==> config.mk <==
export PLATFORM = sky130hd
export DESIGN_NAME = led_sopc_nios2_qsys_oci_dct_packer_flat
export DESIGN_NICKNAME = d
export VERILOG_FILES = /design/src/rtl/led_sopc_nios2_qsys_oci_dct_packer_if.sv /design/src/rtl/led_sopc_nios2_qsys_oci_dct_packer.sv /design/src/flat_wrapper.sv
export SDC_FILE = /design/constraint.sdc
export NUM_CORES = 1
export LEC_CHECK = 0
export ABC_AREA = 1
export BUFFER_PORTS_ARGS = -buffer_cell sky130_fd_sc_hd__buf_4
export CAP_MARGIN = 20
export CORE_UTILIZATION = 25
export DETAILED_ROUTE_END_ITERATION = 8
export SLEW_MARGIN = 20
export SYNTH_ARGS = -nofsm -noshare
export SYNTH_HDL_FRONTEND = slang
export SYNTH_SLANG_ARGS = --single-unit
==> constraint.sdc <==
create_clock -name clk -period 1.84 [get_ports clk]
set_clock_uncertainty 0.05 [all_clocks]
set_input_delay 0.368 -clock clk [delete_from_list [all_inputs] [get_ports clk]]
set_output_delay 0.368 -clock clk [all_outputs]
set_load 0.05 [all_outputs]
==> src/rtl/led_sopc_nios2_qsys_oci_dct_packer_if.sv <==
// Atom-input and packed-word-output handshakes of the OCI trace atom packer.
interface led_sopc_nios2_qsys_oci_dct_packer_if;
    localparam int unsigned WORD_W = 34;

    logic              atom_valid;
    logic [1:0]        atom;
    logic              atom_ready;
    logic              flush;
    logic              end_req;
    logic              out_valid;
    logic              out_ready;
    logic [WORD_W-1:0] out_word;

    modport master (
        output atom_valid,
        output atom,
        output flush,
        output end_req,
        output out_ready,
        input  atom_ready,
        input  out_valid,
        input  out_word
    );

    modport slave (
        input  atom_valid,
        input  atom,
        input  flush,
        input  end_req,
        input  out_ready,
        output atom_ready,
        output out_valid,
        output out_word
    );
endinterface

==> src/rtl/led_sopc_nios2_qsys_oci_dct_packer.sv <==
// Packs 2-bit trace atoms into 30-bit words, hands them to the trace sink and
// sequences the end-of-test drain for the OCI test-bench monitor.
module led_sopc_nios2_qsys_oci_dct_packer #(
    parameter int unsigned ATOMS_PER_WORD = 15,
    parameter int unsigned DROP_CNT_W     = 8
) (
    input  logic                          clk,
    input  logic                          reset_n,
    led_sopc_nios2_qsys_oci_dct_packer_if.slave bus,
    output logic [2*ATOMS_PER_WORD-1:0]   dct_buffer,
    output logic [3:0]                    dct_count,
    output logic                          test_ending,
    output logic                          test_has_ended,
    output logic [DROP_CNT_W-1:0]         drop_cnt,
    output logic                          overflow
);
    localparam int unsigned BUF_W = 2 * ATOMS_PER_WORD;
    localparam int unsigned CNT_W = 4;
    localparam logic [CNT_W-1:0] FULL_CNT = CNT_W'(ATOMS_PER_WORD);

    localparam logic [1:0] ST_RUN   = 2'd0;
    localparam logic [1:0] ST_DRAIN = 2'd1;
    localparam logic [1:0] ST_ENDED = 2'd2;

    logic [1:0]             state;
    logic [1:0]             state_next;
    logic                   flush_pend;
    logic                   flush_pend_next;
    logic                   out_valid;
    logic [CNT_W+BUF_W-1:0] out_word;

    logic hold_free;
    logic word_full;
    logic buf_empty;
    logic move;
    logic accept;
    logic drop;
    logic atom_ready_c;

    assign bus.out_valid  = out_valid;
    assign bus.out_word   = out_word;
    assign bus.atom_ready = atom_ready_c;

    // Hold-register availability, word hand-off and atom acceptance.
    always_comb begin
        hold_free       = !out_valid || bus.out_ready;
        word_full       = (dct_count == FULL_CNT);
        buf_empty       = (dct_count == '0);
        move            = hold_free && (word_full || (flush_pend && !buf_empty));
        // Gated by reset so the ready output is also low while reset is held.
        atom_ready_c    = reset_n && (state == ST_RUN) && (!word_full || move);
        accept          = bus.atom_valid && atom_ready_c;
        drop            = (state == ST_RUN) && bus.atom_valid && !atom_ready_c;
        // A pending flush on an empty buffer with nothing arriving has nothing to emit.
        flush_pend_next = (flush_pend || bus.flush || bus.end_req) && !move
                          && !(buf_empty && !accept);
    end

    // Run / drain / ended sequencing.
    always_comb begin
        state_next = state;
        case (state)
            ST_RUN: begin
                if (bus.end_req) begin
                    state_next = ST_DRAIN;
                end
            end
            ST_DRAIN: begin
                if (buf_empty && !flush_pend && hold_free) begin
                    state_next = ST_ENDED;
                end
            end
            ST_ENDED: begin
                state_next = ST_ENDED;
            end
            default: begin
                state_next = ST_RUN;
            end
        endcase
    end

    always_ff @(posedge clk or negedge reset_n) begin
        if (!reset_n) begin
            state <= ST_RUN;
        end else begin
            state <= state_next;
        end
    end

    // Monitor status flags, registered from the next state.
    always_ff @(posedge clk or negedge reset_n) begin
        if (!reset_n) begin
            test_ending    <= 1'b0;
            test_has_ended <= 1'b0;
        end else begin
            test_ending    <= (state_next == ST_DRAIN);
            test_has_ended <= (state_next == ST_ENDED);
        end
    end

    // Packing buffer and output hold register; an atom accepted on a move
    // cycle starts the next word.
    always_ff @(posedge clk or negedge reset_n) begin
        if (!reset_n) begin
            dct_buffer <= '0;
            dct_count  <= '0;
            out_valid  <= 1'b0;
            out_word   <= '0;
            flush_pend <= 1'b0;
        end else begin
            flush_pend <= flush_pend_next;
            if (move) begin
                out_word  <= {dct_count, dct_buffer};
                out_valid <= 1'b1;
                if (accept) begin
                    dct_buffer <= BUF_W'(bus.atom);
                    dct_count  <= CNT_W'(1);
                end else begin
                    dct_buffer <= '0;
                    dct_count  <= '0;
                end
            end else begin
                if (out_valid && bus.out_ready) begin
                    out_valid <= 1'b0;
                end
                if (accept) begin
                    dct_buffer <= {dct_buffer[BUF_W-3:0], bus.atom};
                    dct_count  <= dct_count + CNT_W'(1);
                end
            end
        end
    end

    // Saturating count of atoms refused while running.
    always_ff @(posedge clk or negedge reset_n) begin
        if (!reset_n) begin
            drop_cnt <= '0;
            overflow <= 1'b0;
        end else if (drop) begin
            overflow <= 1'b1;
            if (drop_cnt != '1) begin
                drop_cnt <= drop_cnt + DROP_CNT_W'(1);
            end
        end
    end
endmodule

==> src/flat_wrapper.sv <==
// flat-port wrapper written by rule: the top's interface ports become plain ports
module led_sopc_nios2_qsys_oci_dct_packer_flat 
#(
    parameter int unsigned ATOMS_PER_WORD = 15,
    parameter int unsigned DROP_CNT_W     = 8
)
  (clk, reset_n, dct_buffer, dct_count, test_ending, test_has_ended, drop_cnt, overflow, bus_atom_valid, bus_atom, bus_flush, bus_end_req, bus_out_ready, bus_atom_ready, bus_out_valid, bus_out_word);
  led_sopc_nios2_qsys_oci_dct_packer_if bus_i ();
  input  logic clk;
  input  logic reset_n;
  output logic [2*ATOMS_PER_WORD-1:0] dct_buffer;
  output logic [3:0] dct_count;
  output logic test_ending;
  output logic test_has_ended;
  output logic [DROP_CNT_W-1:0] drop_cnt;
  output logic overflow;
  input wire logic [$bits(bus_i.atom_valid)-1:0] bus_atom_valid;
  input wire logic [$bits(bus_i.atom)-1:0] bus_atom;
  input wire logic [$bits(bus_i.flush)-1:0] bus_flush;
  input wire logic [$bits(bus_i.end_req)-1:0] bus_end_req;
  input wire logic [$bits(bus_i.out_ready)-1:0] bus_out_ready;
  output wire logic [$bits(bus_i.atom_ready)-1:0] bus_atom_ready;
  output wire logic [$bits(bus_i.out_valid)-1:0] bus_out_valid;
  output wire logic [$bits(bus_i.out_word)-1:0] bus_out_word;
  assign bus_i.atom_valid = bus_atom_valid;
  assign bus_i.atom = bus_atom;
  assign bus_i.flush = bus_flush;
  assign bus_i.end_req = bus_end_req;
  assign bus_i.out_ready = bus_out_ready;
  assign bus_atom_ready = bus_i.atom_ready;
  assign bus_out_valid = bus_i.out_valid;
  assign bus_out_word = bus_i.out_word;
  led_sopc_nios2_qsys_oci_dct_packer #(.ATOMS_PER_WORD(ATOMS_PER_WORD), .DROP_CNT_W(DROP_CNT_W)) u_core (.clk(clk), .reset_n(reset_n), .bus(bus_i), .dct_buffer(dct_buffer), .dct_count(dct_count), .test_ending(test_ending), .test_has_ended(test_has_ended), .drop_cnt(drop_cnt), .overflow(overflow));
endmodule
== Word-level counts from Yosys, hierarchy flattened ==
Cells that the tools add are included.
Word-level totals
  register bits after elaboration: 83
  input port bits: 8
  output and inout bits: 81
  word-level logic and storage cells: 60
Cells by class
  add/sub/neg operators: 2
  equality and inequality tests: 6
  muxes and demuxes: 11
  reductions and logical operators: 31
Operators by type and width (number)
  $mux W30: 2
  $logic_and A1 B1 Y1: 13
  $add A8 B1 Y8 const B: 1
  $logic_not A1 Y1: 8
  $mux W4: 2
  $ne A8 B8 Y1 const B: 1
  $mux W2: 3
  $pmux W2 S3: 1
  $logic_or A1 B1 Y1: 5
  $add A4 B1 Y4 const B: 1
  $eq A2 B1 Y1 const B: 2
  $eq A2 B2 Y1 const B: 2
  $eq A4 B4 Y1 const B: 1
  $logic_not A4 Y1: 1
  $reduce_bool A2 Y1: 2
  $mux W1: 3
  $logic_not A2 Y1: 1
  $reduce_and A2 Y1: 1

== Longest topological paths before layout ==
  depth after elaboration: 12
  gate-level depth with buffers: 11
  mapped depth without buffers: 10

== Least setup slack after synthesis ==
OpenSTA, ideal clock, no wires.
  kind: register to register
  from: register u_core.dct_count[0]
  to: register u_core.dct_buffer[20]
  library setup time: 0.128 ns
  data arrival time: 2.161 ns
  data required time: 1.662 ns
  setup slack: -0.498 ns
  cell stages (with the launch flop): 9
  buffers on the path: 1
  period minus slack after synthesis: 2.338 ns
  path through: dfrtp_1 ha_1 nand2_2 nor2_4 a21oi_2 nand2_2 buf_2 nand3_1 o21ai_0
On the way
  cells in the longest elaborated chain, start to end: 9
  elaborated cells on any way between the ends: 12
  classes of those cells: eq/ne (1); mux (1); reduce/logical (10)
RTL lines
  start: declaration: line led_sopc_nios2_qsys_oci_dct_packer.sv:11  | output logic [3:0] dct_count,
  start signal: assignment: line led_sopc_nios2_qsys_oci_dct_packer.sv:128  | dct_count <= dct_count + CNT_W'(1);
  $logic_not A4 Y1: line led_sopc_nios2_qsys_oci_dct_packer.sv:48  | buf_empty = (dct_count == '0);
  $logic_not A1 Y1: line led_sopc_nios2_qsys_oci_dct_packer.sv:49  | move = hold_free && (word_full || (flush_pend && !buf_empty));
  $logic_and A1 B1 Y1: line led_sopc_nios2_qsys_oci_dct_packer.sv:49
  $logic_or A1 B1 Y1: line led_sopc_nios2_qsys_oci_dct_packer.sv:49
  $logic_and A1 B1 Y1: line led_sopc_nios2_qsys_oci_dct_packer.sv:49
  $logic_or A1 B1 Y1 (*): line led_sopc_nios2_qsys_oci_dct_packer.sv:51  | atom_ready_c = reset_n && (state == ST_RUN) && (!word_full || move);
  $logic_and A1 B1 Y1 (*): line led_sopc_nios2_qsys_oci_dct_packer.sv:51
  named net bus_atom_ready: line flat_wrapper.sv:22  | output wire logic [$bits(bus_i.atom_ready)-1:0] bus_atom_ready;
  $logic_and A1 B1 Y1 (*): line led_sopc_nios2_qsys_oci_dct_packer.sv:52  | accept = bus.atom_valid && atom_ready_c;
  $reduce_bool A2 Y1 (no source line) (*)
  end signal: assignment: line led_sopc_nios2_qsys_oci_dct_packer.sv:116  | dct_buffer <= BUF_W'(bus.atom);
  end signal: assignment: line led_sopc_nios2_qsys_oci_dct_packer.sv:127  | dct_buffer <= {dct_buffer[BUF_W-3:0], bus.atom};
  end: declaration: line led_sopc_nios2_qsys_oci_dct_packer.sv:10  | output logic [2*ATOMS_PER_WORD-1:0] dct_buffer,
Mark *: on every way through the listed nets, which the timed path passes. The rest lies on a longest branch.
A chain may end at the register's enable or synchronous reset.

== Worst setup path after layout ==
  from: register u_core.dct_count[1]
  to: output port bus_atom_ready
On the way
  cells in the longest elaborated chain, start to end: 7
  elaborated cells on any way between the ends: 9
  classes of those cells: eq/ne (1); reduce/logical (8)
RTL lines (line)
  $logic_not A4 Y1: led_sopc_nios2_qsys_oci_dct_packer.sv:48
  $logic_not A1 Y1: led_sopc_nios2_qsys_oci_dct_packer.sv:49
  $logic_and A1 B1 Y1: led_sopc_nios2_qsys_oci_dct_packer.sv:49
  $logic_or A1 B1 Y1: led_sopc_nios2_qsys_oci_dct_packer.sv:49
  $logic_and A1 B1 Y1: led_sopc_nios2_qsys_oci_dct_packer.sv:49
  $logic_or A1 B1 Y1 (*): led_sopc_nios2_qsys_oci_dct_packer.sv:51
  $logic_and A1 B1 Y1 (*): led_sopc_nios2_qsys_oci_dct_packer.sv:51
  end: declaration: flat_wrapper.sv:22
Every way passes the cells marked *; elsewhere a longest branch is shown, timed or not.

==> flow_summary_export.csv <==
group,metric,value,unit
synthesis,synth_fp_nets,386,
synthesis,yosys-top-cells-area,"dfrtp_1 (57%), nand2_1 (8.6%), nand3_1 (6.4%)",
die,fp-row-count,43,
run_status,outcome,"complete, no violations",
clocking,htreeDepth,3,
die,core_area,14000,um^2
critical_path,rrSetupSlack,0.08,ns
timing,final_hold_viol_count,0,
timing,fmax,0.553,GHz
placement,dpl.hpwl,6170,um
die,start_util,0.258,
hold_path,hold_class,"primary input to asynchronous set/reset pin",
global_route,antenna_found_initial,0,
synthesis,yosysTopAreaCell,"dfrtp_1",
critical_path,worstPathMaxFanout,3,
final_layout,drive_gt1_frac,0.381,
synthesis,netlist.area_leader.share,0.574,
synthesis,seq_area_frac_synth,0.574,
clocking,cts-root-buf,"clkbuf_16",
critical_path,crit_type,"flip-flop to primary output",
critical_path,critPathTopFamily,"flip-flops",
synthesis,synth_ff_type,"dfrtp_1",
global_route,grt-ovfl-total,0,
critical_path,reg2regPathDepth,11,
timing,fin_setup_tns,0,ns
timing,relSlewSlack,0.693,
placement,portBuffers,88,
detailed_routing,wl_per_cell,14.1,um
clocking,hold_buffers,0,
timing,grt_setup_unrepaired,"true",
global_route,grt_pass1_vias,2828,
critical_path,cp-end-kind,"primary output",
clocking,cts_tree,"built",
synthesis,avgSynthCellArea,9.64,um^2
clocking,cts_buffers,9,
final_layout,final_util,0.367,
critical_path,reg2reg_to,"u_core.bus.out_word[30]",
synthesis,synthTopCellsByCount,"dfrtp_1 (83), nand2_1 (83), nand3_1 (46)",
synthesis,synth_cell_type_count,26,
power_and_ir_drop,vdd_ir_drop_max,0.000635,V
final_layout,areaGrowthSynthToFinish,42.1,%
die,die_y,122,um
timing,period_share,0.983,
global_route,grt_pass1_wl,14700,um
detailed_routing,ant_nets,0,
synthesis,async_flop_share,1.00,
power_and_ir_drop,power,7.62,mW
final_layout,num-nets-final,494,
critical_path,worstPathCellList,"ha_4, nand2_4, nor2_4, a21oi_4, buf_6",
detailed_routing,initialDrtViolationCount,115,
timing,min_period,1.81,ns
critical_path,max_stage_delay,0.43,ns
synthesis,synth_cells,375,
clocking,cts_buffer_depth,2,
critical_path,startpoint_type,"flip-flop",
detailed_routing,drt-total-wl,9440,um
detailed_routing,drc,0,
critical_path,crit_arrival,1.39,ns
placement,place_congestion,0.741,
critical_path,path_buf_inv,1,
critical_path,crit_required,1.42,ns
die,dieArea,14900,um^2
global_route,grt_max_degree,84,
die,die_width,122,um
die,ioPinCount,89,
timing,hold_slack,0.0269,ns
power_and_ir_drop,p_leak,2.49,nW
synthesis,postSynthRegisterBits,83,
timing,drv_slew,0,
global_route,grt_use_total,0.129,
synthesis,syn_area,3620,um^2
clocking,clkTransAtPathRegs,0.06,ns
detailed_routing,vias_per_cell,4.38,
detailed_routing,via_count,2928,
synthesis,synth_edf_count,0,
timing,setup_viol,0,
flow_run,cap_violations,0,
timing,tightest_slew,0.460,ns
final_layout,n_antenna_cell,0,
synthesis,yosysWarnings,0,
detailed_routing,first_pass_iters,4,
placement,dpl_worst_slack,0.124,ns
clocking,cts.sinks,83,
critical_path,reg2reg_from,"u_core.dct_count[0]",
power_and_ir_drop,power-per-cell-area,1480,nW/um^2
clocking,worstSkewPairLatency,0.34,ns
timing,fin_ws,0.0313,ns
critical_path,slowest_stage,"dfrtp_2",
-- placed cells by master (no fill, tap or decap), drive strengths merged --
cell type  synthesis  routed
buf               13     111
nand2             89      90
dfrtp             83      83
o21ai             63      63
nand3             51      51
inv               45      45
clkbuf             3      12
nor2              12      12
nand3b             5       5
xor2               4       4
bufinv             0       3
ha                 3       3
clkinv             0       2
a21oi              2       2
xnor2              1       1
or2                1       1
-- state kept, by name, indices dropped and copies added, names as in the netlist --
signal / count
u_core.bus.out_word: 34
u_core.dct_buffer: 30
u_core.drop_cnt: 8
u_core.dct_count: 4
u_core.state: 2
u_core.bus.out_valid: 1
u_core.flush_pend: 1
u_core.overflow: 1
u_core.test_ending: 1
u_core.test_has_ended: 1
-- layout make-up --
type                    count  area [um^2]
clock buffers              11          243
flip-flops and latches     83         2080
fillers                  1406         8850
multi-input cells         232         1360
well taps                 180          225
clock inverters             5          100
inverters                  45          169
repair buffers            112          957
-- cell families (layout without fill, tap and decap cells) --
group,count (synthesis),after routing,share of synthesized area
xor gates and xnor gates,5,5,0.0121
DFF,83,83,0.574
buffers and inverters,61,173,0.0827
adders and majority gates,3,3,0.0104
AOI/OAI and AO/OA,65,65,0.110
and+or+nand+nor,158,159,0.211
-- where the power goes --
part | switching [mW] | internal [mW] | total (mW) | leakage, nW
Combinational | 2.11 | 1.03 | 3.14 | 1.19
Sequential | 0.276 | 2.11 | 2.39 | 1.13
Clock | 0.735 | 1.36 | 2.09 | 0.169
-- worst max path at each step --
stage,startpoint,endpoint,slack (ns),depth (start not counted)
after floorplan,u_core.dct_count[0],u_core.overflow,-0.04,6
after global placement,u_core.dct_count[1],u_core.dct_buffer[20],0.18,9
after detailed placement,u_core.dct_count[1],u_core.dct_buffer[7],0.12,9
after CTS,u_core.dct_count[1],bus_atom_ready,0.003,5
after global routing,u_core.dct_count[0],u_core.bus.out_word[30],-0.03,11
final,u_core.dct_count[1],bus_atom_ready,0.03,5
-- what timing repair did --
action / in CTS / in global routing
setup buffers: 6 / 4
endpoints found under the setup margin: 1 / 64
gates resized for setup: 1 / 9
pin swaps: 3 / 2
gates cloned: 0 / 2
-- layer usage --
layer | global-route usage | part of all wire
met1 | 0.167 | 0.47
met2 | 0.202 | 0.47
met3 | 0.0418 | 0.056
met4 | 0.0434 | 0.010
met5 | 0 | 0
-- through the flow --
step           instances  cell area [um^2]
2_1_floorplan        375              3730
3_3_place_gp         640              4650
3_5_place_dp         640              4650
4_1_cts              662              5040
5_1_grt              668              5140
6_report             668              5140
(Power assumes the default switching activity.)
